### src/rtl/pll_pkg.sv
// Shared definitions for the PLL lock monitor: FSM encoding, default parameters
// and small helpers used by the monitor and its synchronizer.
package pll_pkg;

  typedef enum logic [1:0] {
    ST_PLLRST    = 2'd0,
    ST_WAIT_LOCK = 2'd1,
    ST_STABLE    = 2'd2,
    ST_RUN       = 2'd3
  } pll_state_t;

  localparam int DEF_SYNC_STAGES   = 2;
  localparam int DEF_PLLRST_CYCLES = 16;
  localparam int DEF_LOCK_TIMEOUT  = 65536;
  localparam int DEF_STABLE_CYCLES = 1024;

  function automatic int max3(input int a, input int b, input int c);
    int m;
    m = (a > b) ? a : b;
    return (m > c) ? m : c;
  endfunction

  // Event counters stick at all-ones instead of wrapping.
  function automatic logic [7:0] sat_inc8(input logic [7:0] v);
    return (v == 8'hFF) ? v : v + 8'd1;
  endfunction

endpackage

### src/rtl/sync_ff.sv
// Multi-flop synchronizer for a single asynchronous bit; depth is clamped to at
// least two stages so a misconfigured instance never degrades to a bare flop.
module sync_ff
  import pll_pkg::*;
#(
  parameter int STAGES = DEF_SYNC_STAGES
) (
  input  logic clkin,
  input  logic resetn,
  input  logic d,
  output logic q
);

  localparam int N = (STAGES < 2) ? 2 : STAGES;

  for (genvar gi = 0; gi < N; gi++) begin : g_stage
    logic stage_reg;
    if (gi == 0) begin : g_first
      always_ff @(posedge clkin or negedge resetn) begin
        if (!resetn) stage_reg <= 1'b0;
        else         stage_reg <= d;
      end
    end else begin : g_next
      always_ff @(posedge clkin or negedge resetn) begin
        if (!resetn) stage_reg <= 1'b0;
        else         stage_reg <= g_stage[gi-1].stage_reg;
      end
    end
  end

  assign q = g_stage[N-1].stage_reg;

endmodule

### src/rtl/pll_lock_monitor.sv
// Sequences PLL reset, qualifies lock for a stable period, and holds downstream
// logic in reset whenever the PLL cannot be trusted.
module pll_lock_monitor
  import pll_pkg::*;
#(
  parameter int SYNC_STAGES   = DEF_SYNC_STAGES,
  parameter int PLLRST_CYCLES = DEF_PLLRST_CYCLES,
  parameter int LOCK_TIMEOUT  = DEF_LOCK_TIMEOUT,
  parameter int STABLE_CYCLES = DEF_STABLE_CYCLES
) (
  input  logic       clkin,
  input  logic       resetn,
  input  logic       pll_locked,
  output logic       pll_rst,
  output logic       sys_resetn,
  output logic       lock_lost,
  output logic [7:0] relock_count,
  output logic [7:0] timeout_count,
  output logic [1:0] state
);

  localparam int CNT_W = $clog2(max3(PLLRST_CYCLES, LOCK_TIMEOUT, STABLE_CYCLES)) + 1;
  localparam logic [CNT_W-1:0] PLLRST_LAST  = CNT_W'(PLLRST_CYCLES - 1);
  localparam logic [CNT_W-1:0] TIMEOUT_LAST = CNT_W'(LOCK_TIMEOUT - 1);
  localparam logic [CNT_W-1:0] STABLE_LAST  = CNT_W'(STABLE_CYCLES - 1);

  logic             lock_s;
  pll_state_t       state_reg;
  logic [CNT_W-1:0] cnt_reg;
  logic             pll_rst_reg;
  logic             sys_resetn_reg;
  logic             lock_lost_reg;
  logic [7:0]       relock_reg;
  logic [7:0]       timeout_reg;

  sync_ff #(.STAGES(SYNC_STAGES)) u_lock_sync (
    .clkin (clkin),
    .resetn(resetn),
    .d     (pll_locked),
    .q     (lock_s)
  );

  // One shared counter; every transition below clears it in the same cycle.
  always_ff @(posedge clkin or negedge resetn) begin
    if (!resetn) begin
      state_reg      <= ST_PLLRST;
      cnt_reg        <= '0;
      pll_rst_reg    <= 1'b1;
      sys_resetn_reg <= 1'b0;
      lock_lost_reg  <= 1'b0;
      relock_reg     <= 8'd0;
      timeout_reg    <= 8'd0;
    end else begin
      cnt_reg <= cnt_reg + 1'b1;
      case (state_reg)
        ST_PLLRST: begin
          if (cnt_reg == PLLRST_LAST) begin
            state_reg   <= ST_WAIT_LOCK;
            cnt_reg     <= '0;
            pll_rst_reg <= 1'b0;
          end
        end
        ST_WAIT_LOCK: begin
          // Lock takes priority over a timeout landing in the same cycle.
          if (lock_s) begin
            state_reg <= ST_STABLE;
            cnt_reg   <= '0;
          end else if (cnt_reg == TIMEOUT_LAST) begin
            state_reg   <= ST_PLLRST;
            cnt_reg     <= '0;
            pll_rst_reg <= 1'b1;
            timeout_reg <= sat_inc8(timeout_reg);
          end
        end
        ST_STABLE: begin
          if (!lock_s) begin
            state_reg <= ST_WAIT_LOCK;
            cnt_reg   <= '0;
          end else if (cnt_reg == STABLE_LAST) begin
            state_reg      <= ST_RUN;
            cnt_reg        <= '0;
            sys_resetn_reg <= 1'b1;
          end
        end
        ST_RUN: begin
          cnt_reg <= '0;
          if (!lock_s) begin
            state_reg      <= ST_WAIT_LOCK;
            sys_resetn_reg <= 1'b0;
            lock_lost_reg  <= 1'b1;
            relock_reg     <= sat_inc8(relock_reg);
          end
        end
        default: begin
          state_reg      <= ST_PLLRST;
          cnt_reg        <= '0;
          pll_rst_reg    <= 1'b1;
          sys_resetn_reg <= 1'b0;
        end
      endcase
    end
  end

  assign pll_rst       = pll_rst_reg;
  assign sys_resetn    = sys_resetn_reg;
  assign lock_lost     = lock_lost_reg;
  assign relock_count  = relock_reg;
  assign timeout_count = timeout_reg;
  assign state         = state_reg;

endmodule

### config.mk
export PLATFORM = sky130hd
export DESIGN_NAME = pll_lock_monitor
export DESIGN_NICKNAME = d
export VERILOG_FILES = /design/src/rtl/pll_pkg.sv /design/src/rtl/sync_ff.sv /design/src/rtl/pll_lock_monitor.sv
export SDC_FILE = /design/constraint.sdc
export NUM_CORES = 1
export LEC_CHECK = 0
export BUFFER_PORTS_ARGS = -buffer_cell sky130_fd_sc_hd__clkbuf_2
export CAP_MARGIN = 40
export CORE_ASPECT_RATIO = 1.25
export CORE_MARGIN = 2
export CORE_UTILIZATION = 55
export DETAILED_ROUTE_END_ITERATION = 12
export GPL_ROUTABILITY_DRIVEN = 0
export HOLD_SLACK_MARGIN = 0.06
export PLACE_DENSITY = 0.76
export SLEW_MARGIN = 20
export SYNTH_ARGS = -nofsm -noshare
export SYNTH_HDL_FRONTEND = slang
export SYNTH_SLANG_ARGS = --single-unit
### constraint.sdc
create_clock -name clkin -period 2.75 [get_ports clkin]
set_input_delay 0.1375 -clock clkin [delete_from_list [all_inputs] [get_ports clkin]]
set_output_delay 0.1375 -clock clkin [all_outputs]
set_load 0.01 [all_outputs]
### Word level (Yosys, flattened, before mapping)

Index checks and enable logic that the tools add are counted.

* input port bits: 3
* register bits: 40
* output and inout bits: 21
* word-level logic and storage cells: 61

* add/subtract/negate cells: 3
* equality and inequality tests: 16
* reductions and logical operators: 9
* bitwise logic cells: 3
* mux-type cells: 21

Operator list (count)
* two-way mux 17 bit: 5
* one-hot mux 17 bit (4 select lines): 1
* adder 17 x 1 -> 17 bit, second input constant: 1
* == test 17 x 10 -> 1 bit, second input constant: 1
* == test 17 x 16 -> 1 bit, second input constant: 1
* == test 17 x 4 -> 1 bit, second input constant: 1
* adder 8 x 1 -> 8 bit, second input constant: 2
* == test 8 bit, second input constant: 2
* AND reduction 4 bit: 4
* two-way mux 2 bit: 6
* inequality test 2 bit, second input constant: 5
* one-hot mux 2 bit (4 select lines): 1
* two-way mux 1 bit: 6
* == test 2 bit, second input constant: 2
* one-hot mux 1 bit (2 select lines): 2
* nonzero test 2 bit: 2
* inequality test 3 x 2 -> 1 bit, second input constant: 1
* inequality test 3 bit, second input constant: 1
* NOT 1 bit: 3
* AND reduction 3 bit: 1
* == test 2 x 1 -> 1 bit, second input constant: 1
* logical NOT 2 bit: 1
* inequality test 2 x 1 -> 1 bit, second input constant: 1
* AND reduction 2 bit: 1

### Depth between registers and ports, before layout

* word-level depth: 4
* depth in mapped cells: 11
* mapped depth without buffers: 10

### Cells and area by module

From an unflattened synthesis, not the netlist that was laid out.

* cell total of the unflattened synthesis: 176
* area, all modules: 1941.9 um^2

Modules (own cells, without submodules)
* pll_lock_monitor: times used 1, sequential area each 952.2 um^2, area an instance 1891.8 um^2, cells each 174
* sync_ff: times used 1, sequential area each 50.0 um^2, area an instance 50.0 um^2, cells each 2

### Worst setup path before layout

OpenSTA, ideal clock, no wires.

* kind: flip-flop to flip-flop
* start: register cnt_reg[0]
* end: register timeout_reg[6], in the netlist timeout_count[6]
* path buffers: 1
* data arrival time: 2.118 ns
* path slack: 0.507 ns
* data required time: 2.625 ns
* clock period less this slack: 2.243 ns
* stages on the path, launching flop included: 12
* library setup time: 0.125 ns
* cell sequence: dfrtp_1 ha_1 and3_1 and4_1 clkbuf_1 nand4_1 inv_1 ha_1 o211a_1 and3_1 nand4_1 xnor2_1

* word-level cells in the longest chain between the ends: 2

RTL lines
* from (decl): line pll_lock_monitor.sv:29 `logic [CNT_W-1:0] cnt_reg;`
* from (signal assigned): line pll_lock_monitor.sv:54 `cnt_reg <= cnt_reg + 1'b1;`
* == test 17 x 16 -> 1 bit: line pll_lock_monitor.sv:68 `end else if (cnt_reg == TIMEOUT_LAST) begin`
* AND reduction 4 bit (no source line)
* to (signal assigned): line pll_lock_monitor.sv:72 `timeout_reg <= sat_inc8(timeout_reg);`
* to (decl): line pll_lock_monitor.sv:34 `logic [7:0] timeout_reg;`

No other way between the ends.
A chain may end at the register's enable or synchronous reset.

### Final worst setup path

* start: register cnt_reg[0]
* end: register state_reg[1], in the netlist state[1]

* word-level cells in the longest chain between the ends: 3
* elaborated cells between the ends (all ways): 7
* classes of those cells: eq/ne (6); reduce/logical (1)

RTL lines
* == test 17 x 10 -> 1 bit (tied with other cells): line pll_lock_monitor.sv:79 `end else if (cnt_reg == STABLE_LAST) begin`
* inequality test 3 bit (no source line) (tied with other cells)
* AND reduction 4 bit (no source line) *
* to (signal assigned): line pll_lock_monitor.sv:77 `state_reg <= ST_WAIT_LOCK;`
* to (signal assigned): line pll_lock_monitor.sv:80 `state_reg <= ST_RUN;`
* to (signal assigned): line pll_lock_monitor.sv:88 `state_reg <= ST_WAIT_LOCK;`
* to (decl): line pll_lock_monitor.sv:28 `pll_state_t state_reg;`

Mark *: on every way between the ends. The rest lies on a longest branch, timed or not.

==> metrics.md <==
| Metric | Value |
|---|---|
| Crit start category | `register` |
| Synth area leaders | `dfrtp_1 49%, xnor2_1 7.1%, ha_1 6.3%, xor2_1 5.3%, nor2_1 4.4%` |
| Crit path capture type | `register` |
| Slowest cell on crit path | `a2111oi_4` |
| H-tree levels | `2` |
| First-pass GRT wire length | `6.24 mm` |
| DP Area | `2150 um^2` |
| Finished layout cell area | `2280 um^2` |
| Slew @ Worst Pin | `0.590 ns` |
| RSZ-0062 raised after global routing | `no` |
| # setup viols final | `0` |
| WS Path Type | `reg2reg` |
| Clk sink count | `40` |
| Crit path cell chain | `ha_1 > and3_1 > and4_1 > nand4_1 > inv_1 > ha_1 > nor2b_1 > a2111oi_4 > mux2i_1` |
| Overall Global Routing Usage | `20.3%` |
| F_max | `398 MHz` |
| CTS tree | `yes` |
| TNS Setup | `0 ns` |
| Internal power | `1.13 mW` |
| Wire length per cell | `14.7 um` |
| Inserted Diodes | `0` |
| Worst path required time | `2.97 ns` |
| HPWL Detailed | `2.72 mm` |
| Initial DRC Count | `43` |
| Fill cell count | `266` |
| Syn-to-layout area delta | `15.6%` |
| Mapped Area | `1980 um^2` |
| TritonRoute pass-1 iters | `4` |
| EDFF count, synth | `0` |
| Vias in the first global route | `1,460` |
| Synth cell types | `35` |
| Setup Fix Bufs, Post-CTS | `0` |
| Register bit count reported by yosys | `40` |
| Max Cap Viol | `0` |
| Syn Nets | `191` |
| Fin. Hold Viols | `0` |
| Max reg flops | `17` |
| DIE HEIGHT | `71.0 um` |
| Initial core utilization | `57.2%` |
| CP max FO | `6` |
| Area leader, netlist | `dfrtp_1` |
| Tmin final | `2.51 ns` |
| Largest net degree at the start of global routing | `30` |
| CTS max path bufs | `2` |
| Total grt overflow | `0` |
| WL final | `3.65 mm` |
| Core footprint | `3450 um^2` |
| Critical Path Start | `cnt_reg[0]` |
| Tcrit/Tclk final | `91.4%` |
| Top cell by count, worst path | `ha_1` |
| Status | `complete, no violations` |
| Vias per inst | `5.60` |
| Buffers on Ports | `23` |
| YS warnings | `0` |
| Worst r2r src | `cnt_reg[0]` |
| Cell Pwr Density | `730 nW/um^2` |
| Combinational share of power | `27.1%` |
| Primary FF master, synth | `dfrtp_1` |
| Leak Pwr | `1.14 nW` |
| Count leader, synth | `dfrtp_1` |
| # rows | `24` |
| Ports | `24` |
| Ys async rst share | `100%` |
| Max incr delay on CP | `0.41 ns` |
| Die ar. | `4090 um^2` |
| Sequential cell fraction of total power | `43.4%` |
| Clock network fraction of total power | `29.5%` |
| RR Endpoint | `state[1]` |
| Layout cell share with drive strength beyond 1 | `20.0%` |
| Post-synth top cells | `39 x dfrtp_1, 23 x nor2_1, 16 x xnor2_1` |
| Antenna violations before repair | `0` |
| Vias | `1,395` |
| CP endpoint | `state[1]` |
| Max-slew headroom | `60.5%` |
| Cell count of the worst reg-to-reg path | `9` |
| CP arrival | `2.73 ns` |
| Clock Skew | `0.00496 ns` |
| Util after Layout | `66.2%` |
| Cells after Synth | `178` |
| Share of the synthesized area in the top cell type | `49.4%` |
| Worst VDD drop | `0.000588 V` |
| Final Max Slew Viols | `0` |
| Avg Cell Area, Syn | `11.1 um^2` |
| Reg clk slew, reported paths | `0.08 ns` |
| Post-route ant nets | `0` |
| Post-CTS sizing | `0` |
| Reg2Reg Setup Slack | `0.24 ns` |
| Num CTS Buffers | `5` |
| Die W | `57.6 um` |
| Register area share after synthesis | `50.7%` |
| NetSw | `543 uW` |
| Worst min path class | `in2async` |
| Clock Tree Root | `clkbuf_8` |
| Worst skew pair latency | `0.30 ns` |
| DRC Markers | `0` |
| Final nets | `222` |
| Sw Ratio | `32.5%` |
cells in the final DEF, fill, tap and decap left out, drive strengths merged, types with 7 or more instances in the layout:
master / n
nand2: 10
clkbuf: 28
ha: 10
nand4: 8
nand3: 7
xor2: 12
xnor2: 16
and3: 11
dfrtp: 39
nor2: 23
inv: 9
worst min path at each step:
stage | endpoint | slack [ns] | cells past startpoint
2_1_floorplan | cnt_reg[0] | -0.16 | 0
3_3_place_gp | u_lock_sync.g_stage[0].stage_reg | 0.25 | 1
3_5_place_dp | cnt_reg[7] | 0.05 | 1
4_1_cts | cnt_reg[7] | 0.26 | 2
5_1_grt | cnt_reg[7] | 0.28 | 2
6_report | cnt_reg[8] | 0.25 | 2
kinds of logic after synthesis:
kind of cell               after synthesis  share of synthesized area [%]
AOI/OAI and AO/OA                       15                           7.09
xor gates and xnor gates                28                           12.4
adders and majority gates               10                           6.33
buffers and inverters                   11                           2.47
DFF                                     40                           50.7
muxes                                    4                           2.15
and+or+nand+nor                         70                           18.9
critical path: cells and delay by family, from the launching register on:
family,cells,cell delay (ns)
AOI/OAI and AO/OA,1,0.41
DFF,1,0.38
adders and majority gates,2,0.39
and+or+nand+nor,4,0.90
muxes,1,0.25
buffers and inverters,1,0.10
area by class of cell:
cell class                      count  area [um^2]  area share (%)
Inverter                            8         30.0            1.31
Timing Repair Buffer               27          163            7.12
Clock inverter                      3         46.3            2.03
Tap cell                           39         48.8            2.14
Multi-Input combinational cell    127          926            40.5
Clock buffer                        5         68.8            3.01
Sequential cell                    40         1000            43.9
power groups by stage:
stage	registers [mW]	clock network (mW)	logic [mW]
after global routing	0.734	0.525	0.500
after global placement	0.725	0	0.430
final	0.724	0.492	0.452
after CTS	0.723	0.503	0.459
after floorplan	0.740	0	0.314
after detailed placement	0.734	0	0.451
repair_timing:
action,in CTS,in global routing
hold endpoints to repair,40,0
hold buffers,2,0
endpoints found under the setup margin,0,0
per-layer routing:
layer,track usage (%),routed length (um),up-vias
met5,0,0,-
met4,11.9,103,0
met3,6.03,114,11
met2,34.8,2000,29
met1,21.7,1440,685
li1,-,-,670
metrics by stage:
stage / cells / hold WS [ns] / total power, mW / setup WS, ns
final: 249 / 0.251 / 1.67 / 0.235
after global routing: 249 / 0.283 / 1.76 / 0.0362
after CTS: 249 / 0.257 / 1.69 / 0.227
after detailed placement: 239 / 0.0458 / 1.19 / 0.281
after global placement: 238 / 0.248 / 1.15 / 0.449
after floorplan: 178 / -0.158 / 1.05 / 0.507
(Power assumes the default switching activity.)
